### src/rtl/motors_cmd_master.sv
// motors_cmd_master
// Initiator end of the MotorsCtrl command interface. Takes relative move
// commands (dx, dy, pen position) from upstream and issues them to MotorsCtrl
// as a sequence of downstream transactions: a servo-only transaction first if
// the pen position changes, then moves of at most MAX_STEP pulses per axis.
// Each transaction is completed (rdy back high) before the next is issued.
//
// Ports
//   clk, reset          system clock, asynchronous active-low reset
//   clk_en              state advances only on clk edges with clk_en=1
//   cmd_valid/cmd_ready upstream command handshake
//   cmd_dx, cmd_dy      signed relative move (CMD_W bits)
//   cmd_servo           requested servo position
//   pulse_num_x/_y      signed pulses of the current transaction (PULSE_W bits)
//   servo_pos           servo position of the current transaction
//   trigger             transaction request to MotorsCtrl
//   rdy                 MotorsCtrl ready: high = idle/done, falling = accepted
//   busy                command in progress (state other than IDLE)
//   error, clear_err    sticky ack-timeout flag and its synchronous clear
//   dbg_state           current FSM state (debug visibility)
//
// Handshakes
//   Upstream: a command transfers on a clk_en edge where cmd_valid and
//   cmd_ready are both high. cmd_ready is registered and falls on that same
//   edge; upstream must hold the command stable until the transfer.
//   Downstream: trigger rises with pulse/servo data already stable, stays
//   high until rdy is seen low (accepted) and the data is held unchanged
//   while trigger is high. The next transaction waits for rdy to return high.
module motors_cmd_master #(
    parameter int CMD_W       = 20,
    parameter int PULSE_W     = 16,
    parameter int MAX_STEP    = 1023,
    parameter int ACK_TIMEOUT = 1024
) (
    input  logic               clk,
    input  logic               reset,
    input  logic               clk_en,
    input  logic               cmd_valid,
    output logic               cmd_ready,
    input  logic [CMD_W-1:0]   cmd_dx,
    input  logic [CMD_W-1:0]   cmd_dy,
    input  logic               cmd_servo,
    output logic [PULSE_W-1:0] pulse_num_x,
    output logic [PULSE_W-1:0] pulse_num_y,
    output logic               servo_pos,
    output logic               trigger,
    input  logic               rdy,
    output logic               busy,
    output logic               error,
    input  logic               clear_err,
    output logic [2:0]         dbg_state
);

    localparam int CNT_W = $clog2(ACK_TIMEOUT + 1);
    localparam logic SERVO_POS_UP = 1'b0;

    // Clamp limits: comparison is done sign-extended to CMD_W+1 bits.
    localparam logic signed [CMD_W:0]   STEP_POS_W = (CMD_W+1)'(MAX_STEP);
    localparam logic signed [CMD_W:0]   STEP_NEG_W = (CMD_W+1)'(-MAX_STEP);
    localparam logic signed [CMD_W-1:0] STEP_C     = CMD_W'(MAX_STEP);
    localparam logic [PULSE_W-1:0]      PULSE_POS  = PULSE_W'(MAX_STEP);
    localparam logic [PULSE_W-1:0]      PULSE_NEG  = PULSE_W'(-MAX_STEP);
    localparam logic [CNT_W-1:0]        CNT_LAST   = CNT_W'(ACK_TIMEOUT - 1);

    typedef enum logic [2:0] {
        ST_IDLE      = 3'd0,
        ST_PLAN      = 3'd1,
        ST_REQ       = 3'd2,
        ST_WAIT_ACK  = 3'd3,
        ST_WAIT_DONE = 3'd4
    } state_t;

    state_t                   state, state_nxt;
    logic signed [CMD_W-1:0]  rem_x, rem_y, rem_x_nxt, rem_y_nxt;
    logic                     req_servo, req_servo_nxt;
    logic                     cur_servo, cur_servo_nxt;
    logic [PULSE_W-1:0]       px_nxt, py_nxt;
    logic                     servo_nxt, trig_nxt, err_nxt, ready_nxt;
    logic [CNT_W-1:0]         ack_cnt, cnt_nxt;
    logic                     timeout;

    // Per-axis chunk selection. When |rem| <= MAX_STEP the whole remainder
    // is issued, so its low PULSE_W bits are the chunk and rem goes to zero.
    logic signed [CMD_W:0]    rem_x_w, rem_y_w;
    logic                     x_hi, x_lo, y_hi, y_lo;
    logic [PULSE_W-1:0]       chunk_x, chunk_y;
    logic signed [CMD_W-1:0]  left_x, left_y;

    assign rem_x_w = {rem_x[CMD_W-1], rem_x};
    assign rem_y_w = {rem_y[CMD_W-1], rem_y};
    assign x_hi    = rem_x_w > STEP_POS_W;
    assign x_lo    = rem_x_w < STEP_NEG_W;
    assign y_hi    = rem_y_w > STEP_POS_W;
    assign y_lo    = rem_y_w < STEP_NEG_W;
    assign chunk_x = x_hi ? PULSE_POS : (x_lo ? PULSE_NEG : rem_x[PULSE_W-1:0]);
    assign chunk_y = y_hi ? PULSE_POS : (y_lo ? PULSE_NEG : rem_y[PULSE_W-1:0]);
    assign left_x  = x_hi ? (rem_x - STEP_C) : (x_lo ? (rem_x + STEP_C) : '0);
    assign left_y  = y_hi ? (rem_y - STEP_C) : (y_lo ? (rem_y + STEP_C) : '0);

    assign busy      = (state != ST_IDLE);
    assign dbg_state = state;

    always_ff @(posedge clk or negedge reset) begin
        if (!reset) begin
            state <= ST_IDLE;
        end else if (clk_en) begin
            state <= state_nxt;
        end
    end

    always_comb begin
        state_nxt     = state;
        rem_x_nxt     = rem_x;
        rem_y_nxt     = rem_y;
        req_servo_nxt = req_servo;
        cur_servo_nxt = cur_servo;
        px_nxt        = pulse_num_x;
        py_nxt        = pulse_num_y;
        servo_nxt     = servo_pos;
        trig_nxt      = trigger;
        cnt_nxt       = ack_cnt;
        timeout       = 1'b0;

        case (state)
            ST_IDLE: begin
                if (cmd_valid && cmd_ready) begin
                    rem_x_nxt     = $signed(cmd_dx);
                    rem_y_nxt     = $signed(cmd_dy);
                    req_servo_nxt = cmd_servo;
                    state_nxt     = ST_PLAN;
                end
            end
            ST_PLAN: begin
                if (req_servo != cur_servo) begin
                    px_nxt        = '0;
                    py_nxt        = '0;
                    servo_nxt     = req_servo;
                    cur_servo_nxt = req_servo;
                    trig_nxt      = 1'b1;
                    state_nxt     = ST_REQ;
                end else if ((rem_x != '0) || (rem_y != '0)) begin
                    px_nxt    = chunk_x;
                    py_nxt    = chunk_y;
                    servo_nxt = cur_servo;
                    rem_x_nxt = left_x;
                    rem_y_nxt = left_y;
                    trig_nxt  = 1'b1;
                    state_nxt = ST_REQ;
                end else begin
                    state_nxt = ST_IDLE;
                end
            end
            ST_REQ: begin
                cnt_nxt   = '0;
                state_nxt = ST_WAIT_ACK;
            end
            ST_WAIT_ACK: begin
                if (!rdy) begin
                    trig_nxt  = 1'b0;
                    state_nxt = ST_WAIT_DONE;
                end else if (ack_cnt == CNT_LAST) begin
                    // MotorsCtrl never accepted: abandon the rest of the command.
                    timeout   = 1'b1;
                    trig_nxt  = 1'b0;
                    rem_x_nxt = '0;
                    rem_y_nxt = '0;
                    state_nxt = ST_IDLE;
                end else begin
                    cnt_nxt = ack_cnt + 1'b1;
                end
            end
            ST_WAIT_DONE: begin
                if (rdy) begin
                    state_nxt = ST_PLAN;
                end
            end
            default: state_nxt = ST_IDLE;
        endcase

        // A timeout on the same edge as clear_err leaves the flag set.
        err_nxt   = timeout ? 1'b1 : (clear_err ? 1'b0 : error);
        ready_nxt = (state_nxt == ST_IDLE) && rdy;
    end

    always_ff @(posedge clk or negedge reset) begin
        if (!reset) begin
            rem_x       <= '0;
            rem_y       <= '0;
            req_servo   <= SERVO_POS_UP;
            cur_servo   <= SERVO_POS_UP;
            pulse_num_x <= '0;
            pulse_num_y <= '0;
            servo_pos   <= SERVO_POS_UP;
            trigger     <= 1'b0;
            ack_cnt     <= '0;
            error       <= 1'b0;
            cmd_ready   <= 1'b0;
        end else if (clk_en) begin
            rem_x       <= rem_x_nxt;
            rem_y       <= rem_y_nxt;
            req_servo   <= req_servo_nxt;
            cur_servo   <= cur_servo_nxt;
            pulse_num_x <= px_nxt;
            pulse_num_y <= py_nxt;
            servo_pos   <= servo_nxt;
            trigger     <= trig_nxt;
            ack_cnt     <= cnt_nxt;
            error       <= err_nxt;
            cmd_ready   <= ready_nxt;
        end
    end

endmodule

### config.mk
export PLATFORM = sky130hd
export DESIGN_NAME = motors_cmd_master
export DESIGN_NICKNAME = d
export VERILOG_FILES = /design/src/rtl/motors_cmd_master.sv
export SDC_FILE = /design/constraint.sdc
export NUM_CORES = 1
export LEC_CHECK = 0
export CORE_MARGIN = 5
export CORE_UTILIZATION = 50
export CTS_CLUSTER_DIAMETER = 60
export DETAILED_ROUTE_END_ITERATION = 8
export PLACE_DENSITY = 0.75
export SLEW_MARGIN = 20
export SYNTH_ARGS = -nofsm -noshare
export SYNTH_HDL_FRONTEND = slang
export SYNTH_SLANG_ARGS = --single-unit
### constraint.sdc
create_clock -name clk -period 5.1 [get_ports clk]
set_input_delay 1.02 -clock clk [delete_from_list [all_inputs] [get_ports clk]]
set_output_delay 1.02 -clock clk [all_outputs]
set_load 0.005 [all_outputs]
Yosys cells after proc, flatten, opt, wreduce, memory -nomap -nowiden
Index checks and enable logic that the tools add are counted.

storage, ports and cells
  output and inout bits = 40
  word-level logic and storage cells = 99
  bits in registers = 92
  input bits = 47

cells by class
  magnitude comparators = 4
  add/subtract/negate cells = 5
  equal/unequal tests = 14
  reductions and logical operators = 20
  muxes and demuxes = 44

operators by type and width
  kind                                                                               count
  20-bit 2-to-1 mux                                                                  12
  16-bit 2-to-1 mux                                                                  8
  20-bit case mux with 3 select lines                                                2
  20-bit by 10-bit adder with 20-bit output, second input constant                   2
  20-bit by 11-bit greater-than comparator with 1-bit output, second input constant  2
  20-bit by 11-bit less-than comparator with 1-bit output, second input constant     2
  20-bit nonzero test                                                                2
  20-bit by 10-bit subtractor with 20-bit output, second input constant              2
  11-bit 2-to-1 mux                                                                  2
  11-bit case mux with 2 select lines                                                1
  3-bit case mux with 5 select lines                                                 1
  3-bit 2-to-1 mux                                                                   4
  2-bit inequality test, second input constant                                       6
  11-bit by 1-bit adder with 11-bit output, second input constant                    1
  11-bit by 10-bit == test with 1-bit output, second input constant                  1
  1-bit 2-to-1 mux                                                                   11
  3-bit AND reduction                                                                3
  4-bit AND reduction                                                                2
  2-bit nonzero test                                                                 4
  7-bit AND reduction                                                                1
  3-bit by 2-bit == test with 1-bit output, second input constant                    2
  3-bit logical NOT                                                                  2
  3-bit inequality test, second input constant                                       2
  3-bit nonzero test                                                                 2
  other kinds (8)                                                                    10

Logic depth before layout (Yosys ltp)
  word-level depth = 7
  mapped depth = 11
  mapped depth without buffers = 8

Least setup slack after synthesis
OpenSTA, ideal clock, no wires.

  kind = input to register
  start point = input port clk_en
  end point = register rem_y[3]
  data required time = 5.031 ns
  cell stages on the path = 7
  data arrival time = 2.372 ns
  buffers on the path = 2
  library setup time = 0.069 ns
  setup slack = 2.659 ns
  path through = clkbuf_1 nor2b_1 nand2_1 a21o_1 buf_6 or4_1 nand3_1

between the ends
  longest elaborated chain between the ends = 1

ends and longest elaborated chain
  element                               line  RTL
  start: declaration                    37    input logic clk_en,
  7-bit AND reduction (no source line)  n/a
  end signal: assignment                200   rem_y <= rem_y_nxt;
  end: declaration                      74    logic signed [CMD_W-1:0] rem_x, rem_y, rem_x_nxt, rem_y_nxt;

No other way between the ends.
A chain may end at the register's enable or synchronous reset.

Worst setup path after layout
  start point = register rem_y[0]
  end point = register rem_y[4]

between the ends
  longest elaborated chain between the ends = 6
  elaborated cells on any way between the ends = 13
  classes of those cells = 2 x add/sub; 2 x order compare; 1 x eq/ne; 5 x mux; 3 x reduce/logical

ends and longest elaborated chain
  element                                                                                                                      line    RTL
  20-bit by 10-bit adder with 20-bit output / 20-bit by 11-bit less-than comparator with 1-bit output (equally long branches)  98, 94
  20-bit 2-to-1 mux (2 in a row)                                                                                               98      assign left_y = y_hi ? (rem_y - STEP_C) : (y_lo ? (rem_y + STEP_C) : '0);
  20-bit 2-to-1 mux                                                                                                            141     end else if ((rem_x != '0) || (rem_y != '0)) begin
  20-bit 2-to-1 mux                                                                                                            134     if (req_servo != cur_servo) begin
  20-bit case mux with 3 select lines                                                                                          124     case (state)

Several ways; a longest one is shown, not always the timed one. The select of a mux whose other input is x is not followed.

==> metrics.txt <==
Fmax 306 MHz; H-tree levels 3; first-pass GRT wire length 27300 µm; HP Class reg2reg; Die Area 13900 µm²; slowest CP cell o211ai_1; I/O Buffers 86; DRT Wirelength 16100 µm; Die H 118 µm; chip width 118 µm; Slew Viols, Final 0; area share of the largest cell type after synthesis 0.395; #FFs+latches synth 92; Syn. warnings 0; Worst Skew 0.00962 ns; area leader, netlist dfrtp_1; CTS sink cnt 92; CP dominant cell by count inv_1; root buffer cell clkbuf_16; TritonCTS clock tree yes; Worst-Skew Late Latency 0.35 ns; Core ar. 11400 µm²; GP Congestion 0.934; final setup fails 0; Residual DRC 0; Post-CTS Resized 0; synth top area cells dfrtp_1 39%, o21ai_0 5.3%, nand2_1 4.9%; CP Buf/Inv Count 2; I/O pins 87; largest net degree at the start of global routing 61; sequential fraction of the synthesis area 0.395; synth cell count leaders 92 x dfrtp_1, 76 x nand2_1, 68 x nor2_1; top-count cell post-synth dfrtp_1; ys async rst share 1.00; relative slew slack 0.283; Pleak 2.76 nW; area delta synth->final 19.8%; CTS Buffer Depth 2; GRT Util Overall 0.234; ANT cells 0; fill count 1005; Primary FF master, synth dfrtp_1; Wirelength per Cell 18.0 µm; CP delay by family, top compound AO/OA/AOI/OAI gates; Mapped Cells 688; Core Util, Final 0.612; Peak supply drop 0.324 mV; Data arrival, critical path 3.49 ns; initial antenna violation count 0; Final ANT Viol Nets 0; Inserted Clock Buffers 9; Cell Area, Synth 5840 µm²; status completed; Post-CTS Setup Repair Bufs 0; setup TNS 0 ns; post-synth cell types 69; Fin. Hold Viols 0; pwr/cell area 589 nW/µm²; drt initial violations 525; first drt pass iteration count 5; Post-synth EDFFs 0; share of cells above drive strength 1 0.0708; Layout Nets 800; crit-path max FO 14; Via density 6.34; detailed placer's ending HPWL 11600 µm; DR vias 5652; fin crit period 3.27 ns; Setup crit end kind flop; RSZ-0062 raised after global routing false; Startpoint Class flop; CTS Hold Buffers Added 0; number of global-route vias before repair 5440; Slew @ Worst Pin 1.07 ns; Crit Path Category reg2reg; WHS 0.481 ns; crit path cell chain inv_1, ha_1, nor4b_2, a31o_2, o211ai_1, inv_1, a21o_1, a221o_1; Mapped Nets 744; Site Rows 39; Reg clk slew, reported paths 0.07 ns; slowest stage delay, CP 0.83 ns; initial core utilization 0.511; Crit path required time 5.32 ns; crit share post-route 0.641; Congestion Overflow GR 0; syn avg cell area 8.48 µm²; max_cap viols 0
==> kinds of logic after synthesis <==
logic type,synth area share
buffers and inverters,0.0620
flip-flops,0.395
adder cells (fa/ha/maj),0.0193
AO/OA/AOI/OAI,0.266
AND/OR/NAND/NOR,0.232
XOR/XNOR,0.0135
multiplexers,0.0129
==> cell type report <==
type / count / area, µm² / area share
timing repair buffer: 95 / 926 / 0.132
clock buffer: 9 / 225 / 0.0322
inverter: 25 / 93.8 / 0.0134
tap: 143 / 179 / 0.0256
multi-input combinational: 521 / 3180 / 0.455
sequential: 92 / 2300 / 0.329
clock inverter: 7 / 83.8 / 0.0120
==> worst reg2reg max path: stages (launching register included) <==
cell,delay (ns)
dfrtp_1,0.45
inv_1,0.14
ha_1,0.26
nor4b_2,0.20
a31o_2,0.33
o211ai_1,0.83
inv_1,0.39
a21o_1,0.25
a221o_1,0.29
==> report_power, final <==
| group | total (mW) | switching, mW | internal, mW |
|---|---|---|---|
| registers | 1.42 | 0.411 | 1.01 |
| logic | 2.00 | 1.14 | 0.860 |
| clock network | 0.694 | 0.306 | 0.388 |
==> sequential cells by signal (all words and copies together) (netlist names) <==
signal / flops
rem_y: 20
pulse_num_x: 16
servo_pos: 1
rem_x: 20
trigger: 1
cmd_ready: 1
req_servo: 1
dbg_state: 3
pulse_num_y: 16
cur_servo: 1
error: 1
ack_cnt: 11
==> placed cells by master (no fill, tap or decap), drive strengths merged, types with 12 or more instances in the layout <==
| cell type | Yosys | routed |
|---|---|---|
| a21oi | 38 | 38 |
| a31oi | 12 | 12 |
| clkdlybuf4s50 | 0 | 85 |
| dfrtp | 92 | 92 |
| inv | 24 | 26 |
| nand2 | 76 | 76 |
| nand3 | 17 | 17 |
| nor2 | 68 | 68 |
| nor3 | 31 | 31 |
| nor4 | 18 | 18 |
| o21ai | 63 | 63 |
| o31ai | 20 | 20 |
| or3 | 12 | 12 |
==> per-layer routing <==
metal,share of wire,track usage
met4,0.015,0.0731
met2,0.47,0.373
met1,0.45,0.329
met3,0.059,0.0370
met5,0,0
==> worst paths after layout <==
path | cells after the start | slack [ns] | end | startpoint
max reg2reg | 8 | 1.83 | rem_y[4] | rem_y[0]
min reg2reg | 2 | 0.48 | pulse_num_x[5] | pulse_num_x[5]
min | 2 | 0.48 | pulse_num_x[5] | pulse_num_x[5]
min in group asynchronous | 1 | 0.75 | pulse_num_x[3] | reset
max | 8 | 1.83 | rem_y[4] | rem_y[0]
max in group asynchronous | 2 | 3.37 | rem_y[2] | reset
==> metrics by stage <==
stage	instance area [µm²]	power [mW]	setup WS (ns)	std cells
floorplan	5840	2.72	2.66	688
global placement	6680	3.33	1.75	876
detailed placement	6680	3.41	1.69	876
CTS	6990	4.12	1.89	892
global route	6990	4.43	1.60	892
finish	6990	4.12	1.83	892
(Power assumes the default switching activity.)
